## src/rtl/bp_fe_ras_stack.sv

```systemverilog
// Return address stack storage: circular buffer with top-of-stack read,
// pointer checkpoint/restore, flush, and overflow/underflow event pulses.
module bp_fe_ras_stack #(
    parameter  int unsigned width_p      = 39,
    parameter  int unsigned els_p        = 16,
    localparam int unsigned ptr_width_lp = $clog2(els_p),
    localparam int unsigned cnt_width_lp = $clog2(els_p + 1)
) (
    input  logic                    clk_i,
    input  logic                    reset_n_i,

    input  logic                    push_i,
    input  logic [width_p-1:0]      w_data_i,
    input  logic                    pop_i,
    output logic [width_p-1:0]      r_data_o,
    output logic                    v_o,

    output logic [ptr_width_lp-1:0] ckpt_ptr_o,
    output logic [cnt_width_lp-1:0] ckpt_cnt_o,
    input  logic                    restore_i,
    input  logic [ptr_width_lp-1:0] restore_ptr_i,
    input  logic [cnt_width_lp-1:0] restore_cnt_i,

    input  logic                    flush_i,
    output logic                    overflow_o,
    output logic                    underflow_o
);

    localparam logic [cnt_width_lp-1:0] full_cnt_lp = cnt_width_lp'(els_p);

    logic [width_p-1:0]      mem_r [els_p];
    logic [ptr_width_lp-1:0] tos_r, tos_n;
    logic [cnt_width_lp-1:0] cnt_r, cnt_n;
    logic                    overflow_r, overflow_n;
    logic                    underflow_r, underflow_n;

    logic                    we;
    logic [ptr_width_lp-1:0] waddr;
    logic                    empty;
    logic                    full;

    assign empty = (cnt_r == '0);
    assign full  = (cnt_r == full_cnt_lp);

    // Next-state for pointer, count and event flags; flush > restore > push/pop
    always_comb begin
        tos_n       = tos_r;
        cnt_n       = cnt_r;
        overflow_n  = 1'b0;
        underflow_n = 1'b0;
        we          = 1'b0;
        waddr       = tos_r;

        if (flush_i) begin
            tos_n = '0;
            cnt_n = '0;
        end else if (restore_i) begin
            tos_n = restore_ptr_i;
            cnt_n = (restore_cnt_i > full_cnt_lp) ? full_cnt_lp : restore_cnt_i;
        end else if (push_i && (!pop_i || empty)) begin
            // Plain push (or push+pop on an empty stack): advance and write
            tos_n      = tos_r + ptr_width_lp'(1);
            waddr      = tos_r + ptr_width_lp'(1);
            we         = 1'b1;
            overflow_n = full && !pop_i;
            cnt_n      = full ? cnt_r : cnt_r + cnt_width_lp'(1);
        end else if (push_i) begin
            // Push+pop on a non-empty stack replaces the top entry in place
            we    = 1'b1;
            waddr = tos_r;
        end else if (pop_i) begin
            if (empty) begin
                underflow_n = 1'b1;
            end else begin
                tos_n = tos_r - ptr_width_lp'(1);
                cnt_n = cnt_r - cnt_width_lp'(1);
            end
        end
    end

    // Pointer, count and event flag registers
    always_ff @(posedge clk_i or negedge reset_n_i) begin
        if (!reset_n_i) begin
            tos_r       <= '0;
            cnt_r       <= '0;
            overflow_r  <= 1'b0;
            underflow_r <= 1'b0;
        end else begin
            tos_r       <= tos_n;
            cnt_r       <= cnt_n;
            overflow_r  <= overflow_n;
            underflow_r <= underflow_n;
        end
    end

    // Entry storage; contents survive reset and are masked by the count
    always_ff @(posedge clk_i) begin
        if (we) begin
            mem_r[waddr] <= w_data_i;
        end
    end

    assign r_data_o    = empty ? '0 : mem_r[tos_r];
    assign v_o         = !empty;
    assign ckpt_ptr_o  = tos_r;
    assign ckpt_cnt_o  = cnt_r;
    assign overflow_o  = overflow_r;
    assign underflow_o = underflow_r;

endmodule

```

## config.mk

```make
export PLATFORM = sky130hd
export DESIGN_NAME = bp_fe_ras_stack
export DESIGN_NICKNAME = d
export VERILOG_FILES = /design/src/rtl/bp_fe_ras_stack.sv
export SDC_FILE = /design/constraint.sdc
export NUM_CORES = 1
export LEC_CHECK = 0
export BUFFER_PORTS_ARGS = -buffer_cell sky130_fd_sc_hd__buf_2
export CAP_MARGIN = 10
export CORE_ASPECT_RATIO = 1.25
export CORE_UTILIZATION = 25
export DETAILED_ROUTE_END_ITERATION = 16
export PLACE_DENSITY = 0.44
export SLEW_MARGIN = 20
export SYNTH_ARGS = -nofsm -noshare
export SYNTH_HDL_FRONTEND = slang
export SYNTH_SLANG_ARGS = --single-unit
```

## constraint.sdc

```tcl
create_clock -name clk_i -period 6.95 [get_ports clk_i]
set_input_delay 0.3475 -clock clk_i [delete_from_list [all_inputs] [get_ports clk_i]]
set_output_delay 0.3475 -clock clk_i [all_outputs]
set_load 0.02 [all_outputs]
```

==> Word level (Yosys, flattened, before mapping) <==
Memories as Yosys holds them, arrays and structs flattened.
Index checks and enable logic that the tools add are counted.
W data, S select, Z words.
{ "word_totals": {"memories": 1, "regBits": 11, "elab_cells": 56, "inputBits": 54, "romBits": 0, "mem_bits_rw": 624, "out_inout_bits": 51, "latch_bits": 0} }
{ "mem_list": {"columns": ["memory", "words", "width", "rd", "rd_clocked_by_memory_dff", "write_ports", "line_no", "rtl"], "rows": [
  ["mem_r", 16, 39, 1, 0, 1, "31", "logic [width_p-1:0] mem_r [els_p];"]
]} }
{ "op_classes": {"n_bitwise": 0, "n_reduce_logical": 9, "n_addsub": 4, "mul": 0, "shifts": 0, "magnitude_cmp": 1, "div_mod_pow": 0, "muxes": 33, "n_eq_ne": 4} }
{ "op_table": {"columns": ["op", "count"], "rows": [
  ["$mux W5", 8],
  ["$mux W39", 1],
  ["$mux W4", 9],
  ["$mux W1", 15],
  ["$add A5 B1 Y5 const B", 1],
  ["$eq A5 B5 Y1 const B", 1],
  ["$gt A5 B5 Y1 const B", 1],
  ["$logic_not A5 Y1", 1],
  ["$sub A5 B1 Y5 const B", 1],
  ["$add A4 B1 Y4 const B", 1],
  ["$ne A4 B1 Y1 const B", 1],
  ["$ne A4 B3 Y1 const B", 1],
  ["$ne A4 B4 Y1 const B", 1],
  ["$reduce_and A4 Y1", 1],
  ["$reduce_bool A4 Y1", 1],
  ["$sub A4 B1 Y4 const B", 1],
  ["$reduce_and A3 Y1", 1],
  ["$logic_and A1 B1 Y1", 2],
  ["$logic_not A1 Y1", 2],
  ["$logic_or A1 B1 Y1", 1]
]} }

==> Logic depth before layout (Yosys ltp) <==
{ "depth": {"word_depth": 8, "ltp_mapped": 9, "depth_no_buf": 8} }

==> Worst setup path before layout <==
Ideal clock, no wire load.
{ "synth_timing": {"kind": "reg-to-reg", "start": "register tos_r[1], in the netlist ckpt_ptr_o[1]", "end": "memory mem_r[9][0] (enable)", "synth_period_minus_slack_ps": 5425, "stages_incl_launch_ff": 9, "setup_slack_ps": 1525, "t_arrival_ps": 4931, "setup_ps": 494, "required_time_ps": 6456, "n_path_buf": 3, "path_cell_list": "dfrtp_1 > buf_2 > buf_2 > inv_1 > buf_1 > ha_1 > nor2_1 > mux2i_1 > a211oi_1"} }
{ "synth_via": {"elab_chain_len": 4} }
{ "synth_lines": {"columns": ["item", "line_no", "rtl"], "rows": [
  ["start, declared", "32", "logic [ptr_width_lp-1:0] tos_r, tos_n;"],
  ["start signal, assigned", "89", "tos_r <= tos_n;"],
  ["$add A4 B1 Y4", "63", "waddr = tos_r + ptr_width_lp'(1);"],
  ["$mux W4", "60", "end else if (push_i && (!pop_i || empty)) begin"],
  ["$mux W4", "57", "end else if (restore_i) begin"],
  ["$mux W4 (*)", "54", "if (flush_i) begin"],
  ["end, declared", "31", null]
]} }
Mark *: on every way between the ends. The rest lies on a longest branch, timed or not.

==> Worst setup path in the final report <==
{ "layout_timing": {"start": "register tos_r[2], in the netlist ckpt_ptr_o[2]", "end": "output port r_data_o[5]"} }
{ "layout_via": {"elab_chain_len": 2} }
{ "layout_lines": {"columns": ["item", "line_no", "rtl"], "rows": [
  ["$mem_v2 Z16 W39", null, null],
  ["$mux W39", "103", "assign r_data_o = empty ? '0 : mem_r[tos_r];"],
  ["end, declared", "15", "output logic [width_p-1:0] r_data_o,"]
]} }
No other way between the ends.

==> impl_metrics.env <==
export IMPL_status="complete, no violations"
export IMPL_ys_warn_count=0
export IMPL_drt_iter0_drc=870
export IMPL_fin_area_um2=29300
export IMPL_root_buffer="clkbuf_16"
export IMPL_synthXorXnorAreaFrac_pct=0.141
export IMPL_setup_viol_count_final=0
export IMPL_cts_tree="built"
export IMPL_synth_flop_cell="edfxtp_1"
export IMPL_initial_utilization_pct=25.3
export IMPL_ys_seq_area_share_pct=76.7
export IMPL_tns_ns=0
export IMPL_hp_start="restore_ptr_i[2]"
export IMPL_dr_pass1_iters=5
export IMPL_final_common_cell="edfxtp_1"
export IMPL_synthSimpleGateAreaFrac_pct=1.36
export IMPL_dpl_cell_area_um2=27100
export IMPL_synth_avg_cell_area_um2=22.4
export IMPL_fin_nets=1313
export IMPL_fp_row_count=128
export IMPL_synth_top_family_by_area="multiplexers"
export IMPL_syn_num_nets=1169
export IMPL_grt_pass1_wl_um=88900
export IMPL_avgViaCountPerCell=4.52
export IMPL_htreeDepth=3
export IMPL_clk_path_buf_depth=3
export IMPL_fin_crit_sh_pct=62.9
export IMPL_ant_nets=0
export IMPL_muxShareOfSynthArea_pct=17.6
export IMPL_dp_hpwl_um=31900
export IMPL_grt_overflow=0
export IMPL_min_to="ckpt_ptr_o[2]"
export IMPL_routed_wl_um=61000
export IMPL_drc=0
export IMPL_min_delay_path_depth=2
export IMPL_synth_edf_count=624
export IMPL_leakage_nw=8.92
export IMPL_postCtsHoldBufs=4
export IMPL_die_h_um=354
export IMPL_critPathArrivalTime_ns=4.02
export IMPL_fin_cells=2603
export IMPL_r2r_setup_slack_ns=2.84
export IMPL_max_cap_viol_count=0
export IMPL_layout_drive_gt1_share_pct=31.4
export IMPL_yosys_area_share_adder_pct=0.384
export IMPL_critPathMaxFanout=38
export IMPL_finalMaxSlewViolations=0
export IMPL_max_freq_mhz=229
export IMPL_io_pins=105
export IMPL_min_path_type="input pin to flop"
export IMPL_synthCells=1108
export IMPL_clock_skew_ns=0.0234
export IMPL_syn2layout_area_growth_pct=18.0
export IMPL_cts_buffers=66
export IMPL_hold_violations=0
export IMPL_place_inst=2479
export IMPL_layout_common_cells="edfxtp_1, mux4_2, buf_2"
export IMPL_path_clk_slew_ns=0.06
export IMPL_r2r_end="mem_r[5][8]"
export IMPL_synth_seq_cells=635
export IMPL_ir_worst_vdd_uv=151
export IMPL_worstRegToRegCells=6
export IMPL_syn_area_um2=24800
export IMPL_worst_slew_pin_slew_ns=1.05
export IMPL_insertion_delay_ns=0.59
export IMPL_post_cts_buffers=0
export IMPL_antenna_found_initial=10
export IMPL_rsz0062_at_grt="false"
export IMPL_grt_pass1_vias=12700
export IMPL_ys_types=50
export IMPL_critPathCaptureType="output port"
export IMPL_cts_repair_resized=0
export IMPL_wl_per_cell_um=23.4
export IMPL_ys_async_sr_fraction_pct=1.73
export IMPL_fin_hold_ws_ns=0.0489
export IMPL_cts_num_sinks=635
export IMPL_port_buffers=104
export IMPL_via_count=11800
export IMPL_finalCriticalPeriod_ns=4.37
export IMPL_die_w_um=284
export IMPL_grt_max_degree=95
export IMPL_synth_compound_area_share_pct=2.62
export IMPL_grtUsageTotal_pct=12.1
export IMPL_required_ns=6.60
export IMPL_fp_dieArea_um2=100000
export IMPL_gp_congestion=0.732
export IMPL_maxSlewHeadroom_pct=30.3
export IMPL_start_kind="flop"
export IMPL_p_per_area_nw_per_um2=298
export IMPL_fp_coreArea_um2=97900
export IMPL_r2r_start="ckpt_ptr_o[1]"
export IMPL_critPathKind="flop to output port"
registers in the layout, summed over array words and instances, names as in the netlist:
register	cells
mem_r	624
underflow_o	1
ckpt_ptr_o	4
ckpt_cnt_o	5
overflow_o	1
cells by family (layout without fill, tap and decap cells):
family,after synthesis,after routing
AOI/OAI and AO/OA,92,92
xor gates and xnor gates,4,4
adders and majority gates,7,7
buffers and inverters,70,263
DFF,635,635
muxes,240,240
other,0,2
and+or+nand+nor,60,60
power breakdown:
part | internal (W) | total, W | switching [W]
clock network | 0.00201 | 0.00343 | 0.00142
registers | 0.00425 | 0.00431 | 0.0000602
logic | 0.000392 | 0.000994 | 0.000602
total | 0.00665 | 0.00873 | 0.00208
critical path: stages (launching register included):
cell and delay, ns:
dfrtp_4 0.85, buf_4 0.70, buf_4 0.72, mux4_2 0.34, mux2i_1 0.07, o22ai_1 0.39
buf_2 0.26
Yosys cell counts, types with 4 or more instances:
cell      number  area share [%]
inv_1          5           0.076
a21oi_1        7            0.14
a211oi_1      18            0.55
nor2b_1        6            0.15
dfrtp_1       11             1.1
o211ai_1       4            0.12
ha_1           6            0.30
mux2i_1       81             3.3
o22ai_1       40             1.0
edfxtp_1     624              76
nor3_1         5            0.10
nor2_1        10            0.15
nand2_1       15            0.23
xnor2_1        4            0.14
mux4_2       156              14
buf_2         32            0.65
clkbuf_1      25            0.38
buf_1          8            0.12
nand2b_1       4            0.10
nand3_1        4           0.081
worst max path at each step:
stage	from	end	slack, ns	cells past startpoint
after detailed placement	ckpt_ptr_o[1]	mem_r[4][4]	2.49	6
after floorplan	ckpt_ptr_o[1]	mem_r[9][0]	1.52	8
after global routing	ckpt_ptr_o[2]	r_data_o[9]	2.43	6
final	ckpt_ptr_o[2]	r_data_o[5]	2.58	6
after global placement	ckpt_ptr_o[1]	mem_r[4][7]	2.55	6
after CTS	ckpt_ptr_o[1]	mem_r[4][6]	2.45	6
routing by layer:
metal	vias up	wire [µm]	part of all wire (%)	global-route usage (%)
met2	266	30100	49	20.4
met3	95	2650	4.3	2.16
met5	-	30	0.049	0
li1	5008	-	-	-
met4	6	1410	2.3	3.81
met1	6390	26700	44	15.8
per-stage QoR:
stage | total power, W | setup WS [ns] | utilization, %
2_1_floorplan | 0.00502 | 1.52 | -
3_3_place_gp | 0.00540 | 2.55 | 27.7
3_5_place_dp | 0.00542 | 2.49 | 27.7
4_1_cts | 0.00887 | 2.45 | 29.9
5_1_grt | 0.00904 | 2.43 | 29.9
6_report | 0.00873 | 2.58 | 29.9
cell type report:
cell class | count | area (µm²)
antenna | 2 | 5.00
clock buffer | 91 | 1810
clock inverter | 26 | 260
fill | 9433 | 68600
inverter | 5 | 18.8
multi-input combinational | 403 | 5680
sequential | 635 | 19000
tap | 1300 | 1630
timing repair buffer | 141 | 828
No activity file was read; power rests on OpenSTA's default activity.
